**src/rtl/bus_slice_host_pkg.sv**
```systemverilog
// bus_slice_pkg: shared constants, FSM state type and the slice-index width
// helper for bus_slice_host and its slice register.
//   SLICE_W        pin slice width (8 bits)
//   slice_state_t  IDLE / SHIFT / DRAIN
//   slice_idx_w()  width of the slice index for a LENGTH-bit bus (min 1 bit)
package bus_slice_pkg;

    localparam int SLICE_W = 8;

    typedef enum logic [1:0] {
        IDLE  = 2'd0,
        SHIFT = 2'd1,
        DRAIN = 2'd2
    } slice_state_t;

    function automatic int slice_idx_w(input int len);
        int slices;
        slices = len / SLICE_W;
        return (slices <= 1) ? 1 : $clog2(slices);
    endfunction

endpackage

```
**src/rtl/bus_slice_host_if.sv**
```systemverilog
// bus_slice_host_if: word-level handshake plus pin-side slice signals.
//   wr_valid/wr_ready/wr_data  word to send to the core input bus
//   rd_valid/rd_data           reassembled core output word (one-cycle pulse)
//   frame/pin_out              outbound slice and slice-0 marker
//   pin_in                     returning slice from the wrapper
// Modport slave is the host block; master is its user.
interface bus_slice_host_if #(
    parameter int LENGTH = 16
) ();
    logic              wr_valid;
    logic              wr_ready;
    logic [LENGTH-1:0] wr_data;
    logic              rd_valid;
    logic [LENGTH-1:0] rd_data;
    logic              frame;
    logic [7:0]        pin_out;
    logic [7:0]        pin_in;

    modport slave (
        input  wr_valid, wr_data, pin_in,
        output wr_ready, rd_valid, rd_data, frame, pin_out
    );

    modport master (
        output wr_valid, wr_data, pin_in,
        input  wr_ready, rd_valid, rd_data, frame, pin_out
    );
endinterface

```
**src/rtl/bus_slice_host_shreg.sv**
```systemverilog
// slice_shreg: LENGTH-bit register addressed in 8-bit slices.
//   clk              clock
//   ld, ld_data      full-word load (takes priority over slice write)
//   wr_en, wr_idx,   write one slice
//   wr_slice
//   rd_idx, rd_slice read one slice of the stored word
//   nxt              value the register takes at the next edge, so the
//                    caller can see a slice written in the current cycle
module slice_shreg
    import bus_slice_pkg::*;
#(
    parameter int LENGTH = 16,
    parameter int IDX_W  = 1
) (
    input  logic              clk,
    input  logic              ld,
    input  logic [LENGTH-1:0] ld_data,
    input  logic              wr_en,
    input  logic [IDX_W-1:0]  wr_idx,
    input  logic [7:0]        wr_slice,
    input  logic [IDX_W-1:0]  rd_idx,
    output logic [7:0]        rd_slice,
    output logic [LENGTH-1:0] nxt
);
    localparam int SLICES = LENGTH / SLICE_W;

    logic [LENGTH-1:0] q;

    always_comb begin
        nxt = q;
        if (ld) begin
            nxt = ld_data;
        end else if (wr_en) begin
            for (int k = 0; k < SLICES; k++) begin
                if (wr_idx == IDX_W'(k)) nxt[k*SLICE_W +: SLICE_W] = wr_slice;
            end
        end
    end

    always_comb begin
        rd_slice = '0;
        for (int k = 0; k < SLICES; k++) begin
            if (rd_idx == IDX_W'(k)) rd_slice = q[k*SLICE_W +: SLICE_W];
        end
    end

    always_ff @(posedge clk) begin
        q <= nxt;
    end
endmodule

```
**src/rtl/bus_slice_host.sv**
```systemverilog
// bus_slice_host: sends a LENGTH-bit word 8 bits per clock on pin_out and
// reassembles the returning slices on pin_in into rd_data.
//   clk, rst   clock; asynchronous active-high reset
//   bus        bus_slice_host_if.slave (word handshake and pin slices)
// Optional (BUS_SLICE_HOST_CMP_EN defined):
//   exp_data      expected returned word, latched at the wr handshake
//   mismatch      high on the rd_valid cycle when the returned word differs
//   mismatch_cnt  saturating count of mismatching words
module bus_slice_host
    import bus_slice_pkg::*;
#(
    parameter int LENGTH = 16
) (
    input  logic              clk,
    input  logic              rst,
    bus_slice_host_if.slave   bus
`ifdef BUS_SLICE_HOST_CMP_EN
    ,
    input  logic [LENGTH-1:0] exp_data,
    output logic              mismatch,
    output logic [15:0]       mismatch_cnt
`endif
);
    localparam int SLICES = LENGTH / SLICE_W;
    localparam int IDX_W  = slice_idx_w(LENGTH);

    slice_state_t      state;
    logic [IDX_W-1:0]  idx;
    logic [IDX_W-1:0]  cap_idx;
    logic              cap_vld;
    logic              wr_ready_q;
    logic              rd_valid_q;
    logic [LENGTH-1:0] rd_data_q;
    logic              accept;
    logic [7:0]        tx_slice;
    logic [LENGTH-1:0] rx_nxt;
    logic [LENGTH-1:0] tx_nxt_unused;
    logic [7:0]        rx_slice_unused;

    assign accept = (state == IDLE) && wr_ready_q && bus.wr_valid;

    slice_shreg #(.LENGTH(LENGTH), .IDX_W(IDX_W)) u_tx (
        .clk      (clk),
        .ld       (accept),
        .ld_data  (bus.wr_data),
        .wr_en    (1'b0),
        .wr_idx   ('0),
        .wr_slice (8'h00),
        .rd_idx   (idx),
        .rd_slice (tx_slice),
        .nxt      (tx_nxt_unused)
    );

    // The wrapper registers its output, so pin_in carries the slice that
    // pin_out held one cycle earlier: capture with the delayed index.
    slice_shreg #(.LENGTH(LENGTH), .IDX_W(IDX_W)) u_rx (
        .clk      (clk),
        .ld       (1'b0),
        .ld_data  ('0),
        .wr_en    (cap_vld),
        .wr_idx   (cap_idx),
        .wr_slice (bus.pin_in),
        .rd_idx   ('0),
        .rd_slice (rx_slice_unused),
        .nxt      (rx_nxt)
    );

    always_ff @(posedge clk or posedge rst) begin
        if (rst) begin
            state      <= IDLE;
            idx        <= '0;
            cap_idx    <= '0;
            cap_vld    <= 1'b0;
            wr_ready_q <= 1'b0;
            rd_valid_q <= 1'b0;
            rd_data_q  <= '0;
        end else begin
            rd_valid_q <= 1'b0;
            cap_vld    <= (state == SHIFT);
            cap_idx    <= idx;
            case (state)
                IDLE: begin
                    wr_ready_q <= 1'b1;
                    if (accept) begin
                        idx        <= '0;
                        wr_ready_q <= 1'b0;
                        state      <= SHIFT;
                    end
                end
                SHIFT: begin
                    if (idx == IDX_W'(SLICES - 1)) state <= DRAIN;
                    else                           idx   <= idx + 1'b1;
                end
                DRAIN: begin
                    // rx_nxt already holds the last slice being captured now.
                    rd_data_q  <= rx_nxt;
                    rd_valid_q <= 1'b1;
                    wr_ready_q <= 1'b1;
                    state      <= IDLE;
                end
                default: state <= IDLE;
            endcase
        end
    end

    assign bus.wr_ready = wr_ready_q;
    assign bus.rd_valid = rd_valid_q;
    assign bus.rd_data  = rd_data_q;
    assign bus.pin_out  = (state == SHIFT) ? tx_slice : 8'h00;
    assign bus.frame    = (state == SHIFT) && (idx == '0);

`ifdef BUS_SLICE_HOST_CMP_EN
    logic [LENGTH-1:0] exp_q;

    always_ff @(posedge clk) begin
        if (accept) exp_q <= exp_data;
    end

    always_ff @(posedge clk or posedge rst) begin
        if (rst) begin
            mismatch     <= 1'b0;
            mismatch_cnt <= '0;
        end else begin
            mismatch <= 1'b0;
            if (state == DRAIN && rx_nxt != exp_q) begin
                mismatch <= 1'b1;
                if (mismatch_cnt != 16'hFFFF) mismatch_cnt <= mismatch_cnt + 16'd1;
            end
        end
    end
`endif
endmodule

```
**src/flat_wrapper.sv**
```systemverilog
// flat-port wrapper written by rule: the top's interface ports become plain ports
module bus_slice_host_flat import bus_slice_pkg::*;
#(
    parameter int LENGTH = 16
)
  (clk, rst, bus_wr_valid, bus_wr_data, bus_pin_in, bus_wr_ready, bus_rd_valid, bus_rd_data, bus_frame, bus_pin_out);
  bus_slice_host_if #(.LENGTH(LENGTH)) bus_i ();
  input  logic clk;
  input  logic rst;
  input wire logic [$bits(bus_i.wr_valid)-1:0] bus_wr_valid;
  input wire logic [$bits(bus_i.wr_data)-1:0] bus_wr_data;
  input wire logic [$bits(bus_i.pin_in)-1:0] bus_pin_in;
  output wire logic [$bits(bus_i.wr_ready)-1:0] bus_wr_ready;
  output wire logic [$bits(bus_i.rd_valid)-1:0] bus_rd_valid;
  output wire logic [$bits(bus_i.rd_data)-1:0] bus_rd_data;
  output wire logic [$bits(bus_i.frame)-1:0] bus_frame;
  output wire logic [$bits(bus_i.pin_out)-1:0] bus_pin_out;
  assign bus_i.wr_valid = bus_wr_valid;
  assign bus_i.wr_data = bus_wr_data;
  assign bus_i.pin_in = bus_pin_in;
  assign bus_wr_ready = bus_i.wr_ready;
  assign bus_rd_valid = bus_i.rd_valid;
  assign bus_rd_data = bus_i.rd_data;
  assign bus_frame = bus_i.frame;
  assign bus_pin_out = bus_i.pin_out;
  bus_slice_host #(.LENGTH(LENGTH)) u_core (.clk(clk), .rst(rst), .bus(bus_i));
endmodule
```
**config.mk**
```make
export PLATFORM = sky130hd
export DESIGN_NAME = bus_slice_host_flat
export DESIGN_NICKNAME = d
export VERILOG_FILES = /design/src/rtl/bus_slice_host_pkg.sv /design/src/rtl/bus_slice_host_if.sv /design/src/rtl/bus_slice_host_shreg.sv /design/src/rtl/bus_slice_host.sv /design/src/flat_wrapper.sv
export SDC_FILE = /design/constraint.sdc
export NUM_CORES = 1
export LEC_CHECK = 0
export CORE_ASPECT_RATIO = 1.75
export CORE_MARGIN = 10
export CORE_UTILIZATION = 51
export CTS_CLUSTER_DIAMETER = 100
export DETAILED_ROUTE_END_ITERATION = 8
export PLACE_DENSITY = 0.86
export SLEW_MARGIN = 30
export SYNTH_ARGS = -nofsm -noshare
export SYNTH_HDL_FRONTEND = slang
export SYNTH_SLANG_ARGS = --single-unit
```
**constraint.sdc**
```tcl
create_clock -name clk -period 4.9 [get_ports clk]
set_input_delay 0.49 -clock clk [delete_from_list [all_inputs] [get_ports clk]]
set_output_delay 0.49 -clock clk [all_outputs]
set_load 0.01 [all_outputs]
```
==> results_dict.tcl, run 1 <==
set metrics [dict create \
    outcome "completed" \
    htree_levels 2 \
    clock_sinks 55 \
    setup-tns-final_ps 0 \
    yosysSeqAreaShare 0.685 \
    synth-main-ff-cell "dfrtp_1" \
    cts_buffers 5 \
    p_switching_uw 503 \
    hold_viol 0 \
    combPwrFrac 0.408 \
    rsz0062_at_grt "no" \
    synthTopCellsByCount "dfrtp_1 (23), dfxtp_1 (16), edfxtp_1 (16), mux2_2 (16), mux2_4 (16)" \
    max-slew-margin-rel 0.453 \
    grt_pass1_vias 1265 \
    grt_start_max_net_pins 24 \
    synth-edff-count 16 \
    syn_area_sq_um 2010 \
    fillers 274 \
    synth_most_common_cell "dfrtp_1" \
    routedWlPerCell_um 16.3 \
    r2r_start "u_core.cap_idx" \
    cp_max_fo 12 \
    power_density_nw_per_um2 642 \
    clk_pin_slew_ps 90 \
    cts_tree "built" \
    p_int_uw 1210 \
    total_power_uw 1720 \
    fin_skew_ps 10.5 \
    portBuffers 53 \
    seq_power_share 0.453 \
    drtPass1Iterations 4 \
    slowest_delay_ps 560 \
    endpoint_kind "output port" \
    cp.required_ps 4410 \
    ys_types 20 \
    area_growth_pct 32.9 \
    hp-class "reg -> reg" \
    worst_slack_ps 2560 \
    ctsHoldBuffers 0 \
    min_from "u_core.u_rx.q[8]" \
    fin_crit_sh 0.477 \
    vias_per_cell 4.86 \
    syn_avg_cell_area_sq_um 16.3 \
    crit_type "reg -> out" \
    synthesis.instances 123 \
    start_kind "flop" \
    worst_pin_slew_ps 815 \
    critPathTopFamily "simple AND/OR/NAND/NOR gates" \
    hpwl_um 2950 \
    cts_setup_buffers 0 \
    yosysWarnings 0 \
    finalSetupViolations 0 \
    async_flop_share 0.418 \
    dp.cells 220 \
    root_buffer "clkbuf_8" \
    clk_latency_ps 300 \
    yosys.area.top_type "dfrtp_1" \
    start_util 0.525 \
    track_usage 0.113 \
    cts.repair.resized 0 \
    pwr-share-clk 0.138 \
    grt_pass1_wl_um 6030 \
    die_w_um 67.5 \
    wirelength_um 3730 \
    coreArea_sq_um 3830 \
    layout-drive-gt1-share 0.244 \
    cap_viol_max_count 0 \
    ioPinCount 54 \
    rrSetupSlack_ps 3330 \
    cp.arrival_ps 1850 \
    num_rows 30 \
    gp_congestion 0.727 \
    fin_crit_ps 2340 \
    startpoint "u_core.state[1]" \
    yosysTopAreaCellShare 0.286 \
    postRouteAntennaNets 0 \
    antenna_found_initial 0 \
    drtIter0Drc 35 \
    nets 206 \
    die_h_um 103 \
    antenna_cells 0 \
    crit_buf_inv 1 \
    sw_frac_of_total 0.293 \
    vias 1107 \
    synthesis.nets 150 \
    clock_path_buffers 2 \
    irDropWorstVdd_mv 0.340 \
    power_leakage_uw 0.00113 \
    final_max_slew_viol_count 0 \
    die_area_sq_um 6950 \
    whs_ps 480 \
    yosys-top-cells-area "dfrtp_1 (29%), edfxtp_1 (24%), dfxtp_1 (16%)" \
    crit_chain "nand2b_1 -> nor2_1 -> clkdlybuf4s50_1" \
    ys_seq_elements 55 \
    fmax_mhz 428 \
    cp_slowest_cell "clkdlybuf4s50_1" \
    overflow 0 \
    dp_worst_setup_slack_ps 2850 \
    drc 0 \
    instances_no_fill 228 \
]
## kinds of logic after synthesis
family	Yosys count	synth area share
and+or+nand+nor	17	0.0386
DFF	55	0.685
buffers and inverters	9	0.0230
muxes	40	0.249
AOI/OAI and AO/OA	2	0.00497
## flip-flops by register name (all words and copies together), names as in the netlist
name                 cells
u_core.bus.rd_data      16
u_core.u_rx.q           16
u_core.u_tx.q           16
u_core.state             2
u_core.bus.rd_valid      1
u_core.bus.wr_ready      1
u_core.cap_idx           1
u_core.cap_vld           1
u_core.idx               1
## area by class of cell
| class | count | area (sq um) | area share |
|---|---|---|---|
| well taps | 48 | 60.1 | 0.0225 |
| inverters | 5 | 18.8 | 0.00702 |
| multi-input cells | 59 | 599 | 0.224 |
| clock buffers | 5 | 68.8 | 0.0257 |
| repair buffers | 53 | 531 | 0.199 |
| clock inverters | 3 | 18.8 | 0.00702 |
| flip-flops and latches | 55 | 1380 | 0.515 |
## placed cells by master, fill, tap and decap left out, drive strengths merged
cell type,n
or2,1
mux2,32
clkbuf,5
nand2b,3
dfrtp,23
inv,5
nor2,10
mux2i,8
a21oi,1
nor3,1
dfxtp,16
o21ai,1
clkdlybuf4s50,53
clkinv,3
nand2,2
edfxtp,16
## path summary, 6_finish.rpt
kind                                    endpoint  cells after the start
setup / recovery                  bus_pin_out[5]                      3
hold / removal                  u_core.u_rx.q[8]                      1
setup reg to reg           u_core.bus.rd_data[0]                      3
hold reg to reg                 u_core.u_rx.q[8]                      1
max in group asynchronous         u_core.cap_idx                      2
min in group asynchronous  u_core.bus.rd_data[0]                      2
## metrics by stage
| step | cell area [sq um] | util |
|---|---|---|
| floorplan | 2010 | - |
| CTS | 2670 | 0.698 |
| detailed placement | 2580 | 0.675 |
| global route | 2670 | 0.698 |
| finish | 2670 | 0.698 |
| global placement | 2580 | 0.674 |
## power by group through the flow
| stage | combinational, uW | clock [uW] | sequential (uW) |
|---|---|---|---|
| 2_1_floorplan | 407 | 0 | 785 |
| 3_3_place_gp | 686 | 0 | 774 |
| 3_5_place_dp | 711 | 0 | 790 |
| 4_1_cts | 715 | 249 | 781 |
| 5_1_grt | 756 | 266 | 799 |
| 6_report | 701 | 237 | 778 |
## metal layers
layer  wire length, um  GRT usage
met1              1350      0.109
met2              1910      0.198
met3               425     0.0598
met4                39     0.0333
met5                 0          0
(Power assumes the default switching activity.)
==> inputs of run 2 (changes only) <==
Settings changed: CORE_UTILIZATION 51 to 47, PLACE_DENSITY 0.86 to 0.8.
Clock period 4.9 ns to 2.3 ns, I/O delays scaled along.
==> run 2 against run 1 <==
Utilization down 4.4 points. Non-clock buffer count up 1. Via count rose by 2.5%. Sequential cell count unchanged. Clock skew fell by 8.6 ps. Cell count grew 0.88%. Critical path type unchanged. Highest routed layer unchanged.
==> results_dict.tcl, run 2 (synthesis gave the netlist of run 1 again) <==
set metrics [dict create \
    dp.cells 222 \
    routedWlPerCell_um 16.9 \
    fillers 311 \
    multiInputGateArea_sq_um 593 \
    instances_no_fill 230 \
    fin_skew_ps 1.88 \
    num_rows 31 \
    hp-class "in -> async" \
    layout-drive-gt1-share 0.243 \
    reg2regPathDepth 3 \
    clock_path_buffers 2 \
    cp.arrival_ps 1800 \
    grt_start_max_net_pins 24 \
    pwr-share-clk 0.177 \
    startpoint "u_core.state[1]" \
    combPwrFrac 0.390 \
    finalSetupViolations 0 \
    final_cell_mix "clkdlybuf4s50_1 (53), dfrtp_1 (23)" \
    start_kind "flop" \
    root_buffer "clkbuf_8" \
    die_area_sq_um 7400 \
    wirelength_um 3880 \
    cts_setup_buffers 0 \
    die_h_um 107 \
    clock_sinks 55 \
    final_max_slew_viol_count 0 \
    drtIter0Drc 67 \
    endpoint_kind "output port" \
    grt_pass1_wl_um 6550 \
    p_int_uw 2760 \
    ff_latch_area_sq_um 1380 \
    sw_frac_of_total 0.276 \
    cap_viol_max_count 0 \
    power_density_nw_per_um2 1410 \
    rrSetupSlack_ps 680 \
    cts.repair.resized 0 \
    htree_levels 2 \
    drc 0 \
    gp_congestion 0.728 \
    start_util 0.484 \
    rsz0062_at_grt "no" \
    irDropWorstVdd_mv 0.799 \
    track_usage 0.109 \
    p_switching_uw 1060 \
    fmax_mhz 492 \
    coreArea_sq_um 4150 \
    die_w_um 69.4 \
    antenna_found_initial 0 \
    r2r-end "u_core.bus.rd_data[1]" \
    fin_crit_ps 2030 \
    final_common_cell "clkdlybuf4s50_1" \
    setup-tns-final_ps 0 \
    outcome "completed" \
    worst_slack_ps 268 \
    area_growth_pct 35.0 \
    ctsHoldBuffers 0 \
    cts_tree "built" \
    fin_crit_sh 0.884 \
    overflow 0 \
    hold_viol 0 \
    crit_type "reg -> out" \
    vias 1135 \
    cp.required_ps 2070 \
    max-slew-margin-rel 0.435 \
    nets 207 \
    clk_latency_ps 300 \
    cp_max_fo 12 \
    cts_buffers 5 \
    r2r_start "u_core.cap_idx" \
    vias_per_cell 4.93 \
    dp_worst_setup_slack_ps 601 \
    endpoint "bus_pin_out[2]" \
    portBuffers 53 \
    power_leakage_uw 0.00115 \
    worst_pin_slew_ps 846 \
    seq_power_share 0.432 \
    postRouteAntennaNets 0 \
    clk_pin_slew_ps 90 \
    ioPinCount 54 \
    antenna_cells 0 \
    grt_pass1_vias 1325 \
    hpwl_um 3040 \
    drtPass1Iterations 4 \
]
==> run 2: per-layer routing <==
metal	wire (um)	GRT usage
met5	0	0
met3	442	0.0605
met4	40	0.0390
met1	1390	0.105
met2	2010	0.190
==> run 2: critical path, stage by stage, from the launching register on <==
cell             delay [ps]
dfrtp_1                 410
nand2b_1                320
nor2_1                  210
clkdlybuf4s50_1         570
==> run 2: power by group through the flow <==
stage                     Clock [uW]  Sequential (uW)  Combinational, uW
after detailed placement           0             1680               1520
after CTS                        694             1660               1520
after floorplan                    0             1670                868
after global placement             0             1650               1480
after global routing             728             1700               1630
final                            678             1650               1490
==> run 2: per-stage QoR <==
step	instance area (sq um)	total power, uW	utilization	hold WS [ps]
finish	2720	3820	0.654	401
global route	2720	4050	0.654	463
CTS	2720	3880	0.654	433
detailed placement	2590	3200	0.623	455
global placement	2590	3130	0.623	451
floorplan	2010	2540	-	232
==> run 2: how the worst min path moves through the flow <==
stage / to / slack [ps] / cells after the start
global route: u_core.u_tx.q[0] / 460 / 1
floorplan: u_core.bus.rd_data[0] / 230 / 1
finish: u_core.bus.rd_data[1] / 400 / 2
global placement: u_core.u_rx.q[11] / 450 / 1
detailed placement: u_core.u_rx.q[15] / 460 / 1
CTS: u_core.bus.rd_data[1] / 430 / 2
==> run 2: cell type report <==
cell class                      count  share of cell area
Multi-Input combinational cell     59               0.218
Inverter                            5             0.00691
Tap cell                           49              0.0226
Clock inverter                      1              0.0111
Timing Repair Buffer               54               0.198
Clock buffer                        7              0.0359
Sequential cell                    55               0.507
==> inputs of run 3 (changes only) <==
==> constraint.sdc (replaced) <==
create_clock -name clk -period 2.3 [get_ports clk]
set_input_delay 0.46 -clock clk [delete_from_list [all_inputs] [get_ports clk]]
set_output_delay 0.46 -clock clk [all_outputs]
set_load 0.01 [all_outputs]
==> run 3 against run 2 <==
Via count down 0.88%. Register-to-register slack about the same. First-iteration DRC count down 30%. Wire length up 1.4%. Critical path depth unchanged. Non-clock buffer count up 1. Worst hold slack better by 78 ps. Global-route usage down 0.10 points. Clock skew up 2.6 ps. Clock-buffer cell count unchanged. Sequential power about the same. Cell count up 0.43%. Largest power group unchanged.
==> results_dict.tcl, run 3 (synthesis gave the netlist of run 1 again) <==
set metrics [dict create \
    outcome "completed" \
    hold_depth 1 \
    cp.required_ps 1840 \
    hold_viol 0 \
    overflow 0 \
    drtPass1Iterations 2 \
    die_h_um 107 \
    nets 208 \
    final_max_slew_viol_count 0 \
    fillers 314 \
    cp_slowest_cell "clkdlybuf4s50_1" \
    crit_chain "nand2b_2 -> nor2_1 -> clkdlybuf4s50_1" \
    r2r_start "u_core.cap_idx" \
    fin_crit_ps 2160 \
    cts_tree "built" \
    fin_crit_sh 0.940 \
    final_common_cell "clkdlybuf4s50_1" \
    die_area_sq_um 7400 \
    grt_start_max_net_pins 24 \
    seq_power_share 0.451 \
    wirelength_um 3930 \
    crit_type "reg -> out" \
    worst_pin_slew_ps 617 \
    drtIter0Drc 47 \
    num_rows 31 \
    pwr-share-clk 0.140 \
    ioPinCount 54 \
    grt-busiest-layer "met2" \
    start_util 0.484 \
    min_from "u_core.u_rx.q[11]" \
    hpwl_um 3090 \
    final_cell_mix "clkdlybuf4s50_1 (53), dfrtp_1 (22)" \
    coreArea_sq_um 4150 \
    layout-drive-gt1-share 0.253 \
    max-slew-margin-rel 0.589 \
    vias 1125 \
    fin_skew_ps 4.44 \
    rrSetupSlack_ps 680 \
    reg2regPathDepth 3 \
    die_w_um 69.4 \
    cap_viol_max_count 0 \
    cp.arrival_ps 1700 \
    clock_sinks 55 \
    power_density_nw_per_um2 1370 \
    worst_slack_ps 137 \
    vias_per_cell 4.87 \
    cp_max_fo 12 \
    routedWlPerCell_um 17.0 \
    postRouteAntennaNets 0 \
    irDropWorstVdd_mv 0.786 \
    sw_frac_of_total 0.286 \
    clk_pin_slew_ps 90 \
    dp_worst_setup_slack_ps 378 \
    clk_latency_ps 300 \
    fmax_mhz 462 \
    combPwrFrac 0.409 \
    ff_latch_area_sq_um 1380 \
    grt_pass1_wl_um 6470 \
    htree_levels 2 \
    hp-class "reg -> reg" \
    power_leakage_uw 0.00114 \
    p_switching_uw 1050 \
    met1_usage 0.104 \
    slowest_delay_ps 550 \
    drc 0 \
    track_usage 0.108 \
    cts_buffers 5 \
    multiInputGateArea_sq_um 596 \
    clock_path_buffers 2 \
    endpoint_kind "output port" \
    met2_usage 0.192 \
    antenna_found_initial 0 \
    r2r-end "u_core.bus.rd_data[6]" \
    holdPathEnd "u_core.u_rx.q[11]" \
    p_int_uw 2620 \
    antenna_cells 0 \
    finalSetupViolations 0 \
    root_buffer "clkbuf_8" \
    grt_pass1_vias 1338 \
    start_kind "flop" \
    area_growth_pct 33.7 \
    gr-usage-met3 0.0549 \
    portBuffers 53 \
    ctsHoldBuffers 0 \
    setup-tns-final_ps 0 \
    rsz0062_at_grt "no" \
    gp_congestion 0.726 \
]
-- run 3: how the worst max path moves through the flow --
| stage | start | slack, ps | endpoint |
|---|---|---|---|
| 2_1_floorplan | bus_wr_valid | 130 | u_core.u_tx.q[0] |
| 3_3_place_gp | u_core.state[1] | 380 | bus_frame |
| 3_5_place_dp | u_core.idx | 380 | bus_pin_out[3] |
| 4_1_cts | u_core.state[1] | 30 | bus_frame |
| 5_1_grt | u_core.state[1] | 20 | bus_frame |
| 6_report | u_core.state[1] | 140 | bus_pin_out[0] |
-- run 3: critical path: cells and delay by family (launching register included) --
family | cells | cell delay [ps]
buffers and inverters | 1 | 550
and+or+nand+nor | 2 | 440
DFF | 1 | 410
-- run 3: timing repair --
item / 4_1_cts / 5_1_grt
setup endpoints to repair: 0 / 9
setup buffers: 0 / 0
gates resized for setup: 0 / 2
-- run 3: cell type report --
type,count,share of cell area
sequential,55,0.512
multi-input combinational,59,0.221
timing repair buffer,55,0.203
clock buffer,7,0.0321
tap,49,0.0228
inverter,5,0.00698
clock inverter,1,0.00140
-- run 3: power groups by stage --
stage | sequential [uW] | clock, uW | combinational, uW
2_1_floorplan | 1670 | 0 | 868
3_3_place_gp | 1650 | 0 | 1480
3_5_place_dp | 1680 | 0 | 1520
4_1_cts | 1660 | 530 | 1530
5_1_grt | 1710 | 572 | 1630
6_report | 1650 | 516 | 1500
-- run 3: per-stage QoR --
| step | instance area [sq um] | total power [uW] | std cells | utilization | hold slack [ps] |
|---|---|---|---|---|---|
| 2_1_floorplan | 2010 | 2540 | 123 | - | 349 |
| 3_3_place_gp | 2590 | 3130 | 223 | 0.625 | 451 |
| 3_5_place_dp | 2590 | 3200 | 223 | 0.625 | 455 |
| 4_1_cts | 2690 | 3720 | 231 | 0.647 | 476 |
| 5_1_grt | 2690 | 3910 | 231 | 0.648 | 500 |
| 6_report | 2690 | 3670 | 231 | 0.648 | 478 |
-- run 3: routing by layer --
metal	vias up	routed length, um
met4	0	48
met2	48	2040
li1	537	-
met5	-	0
met3	6	385
met1	534	1460
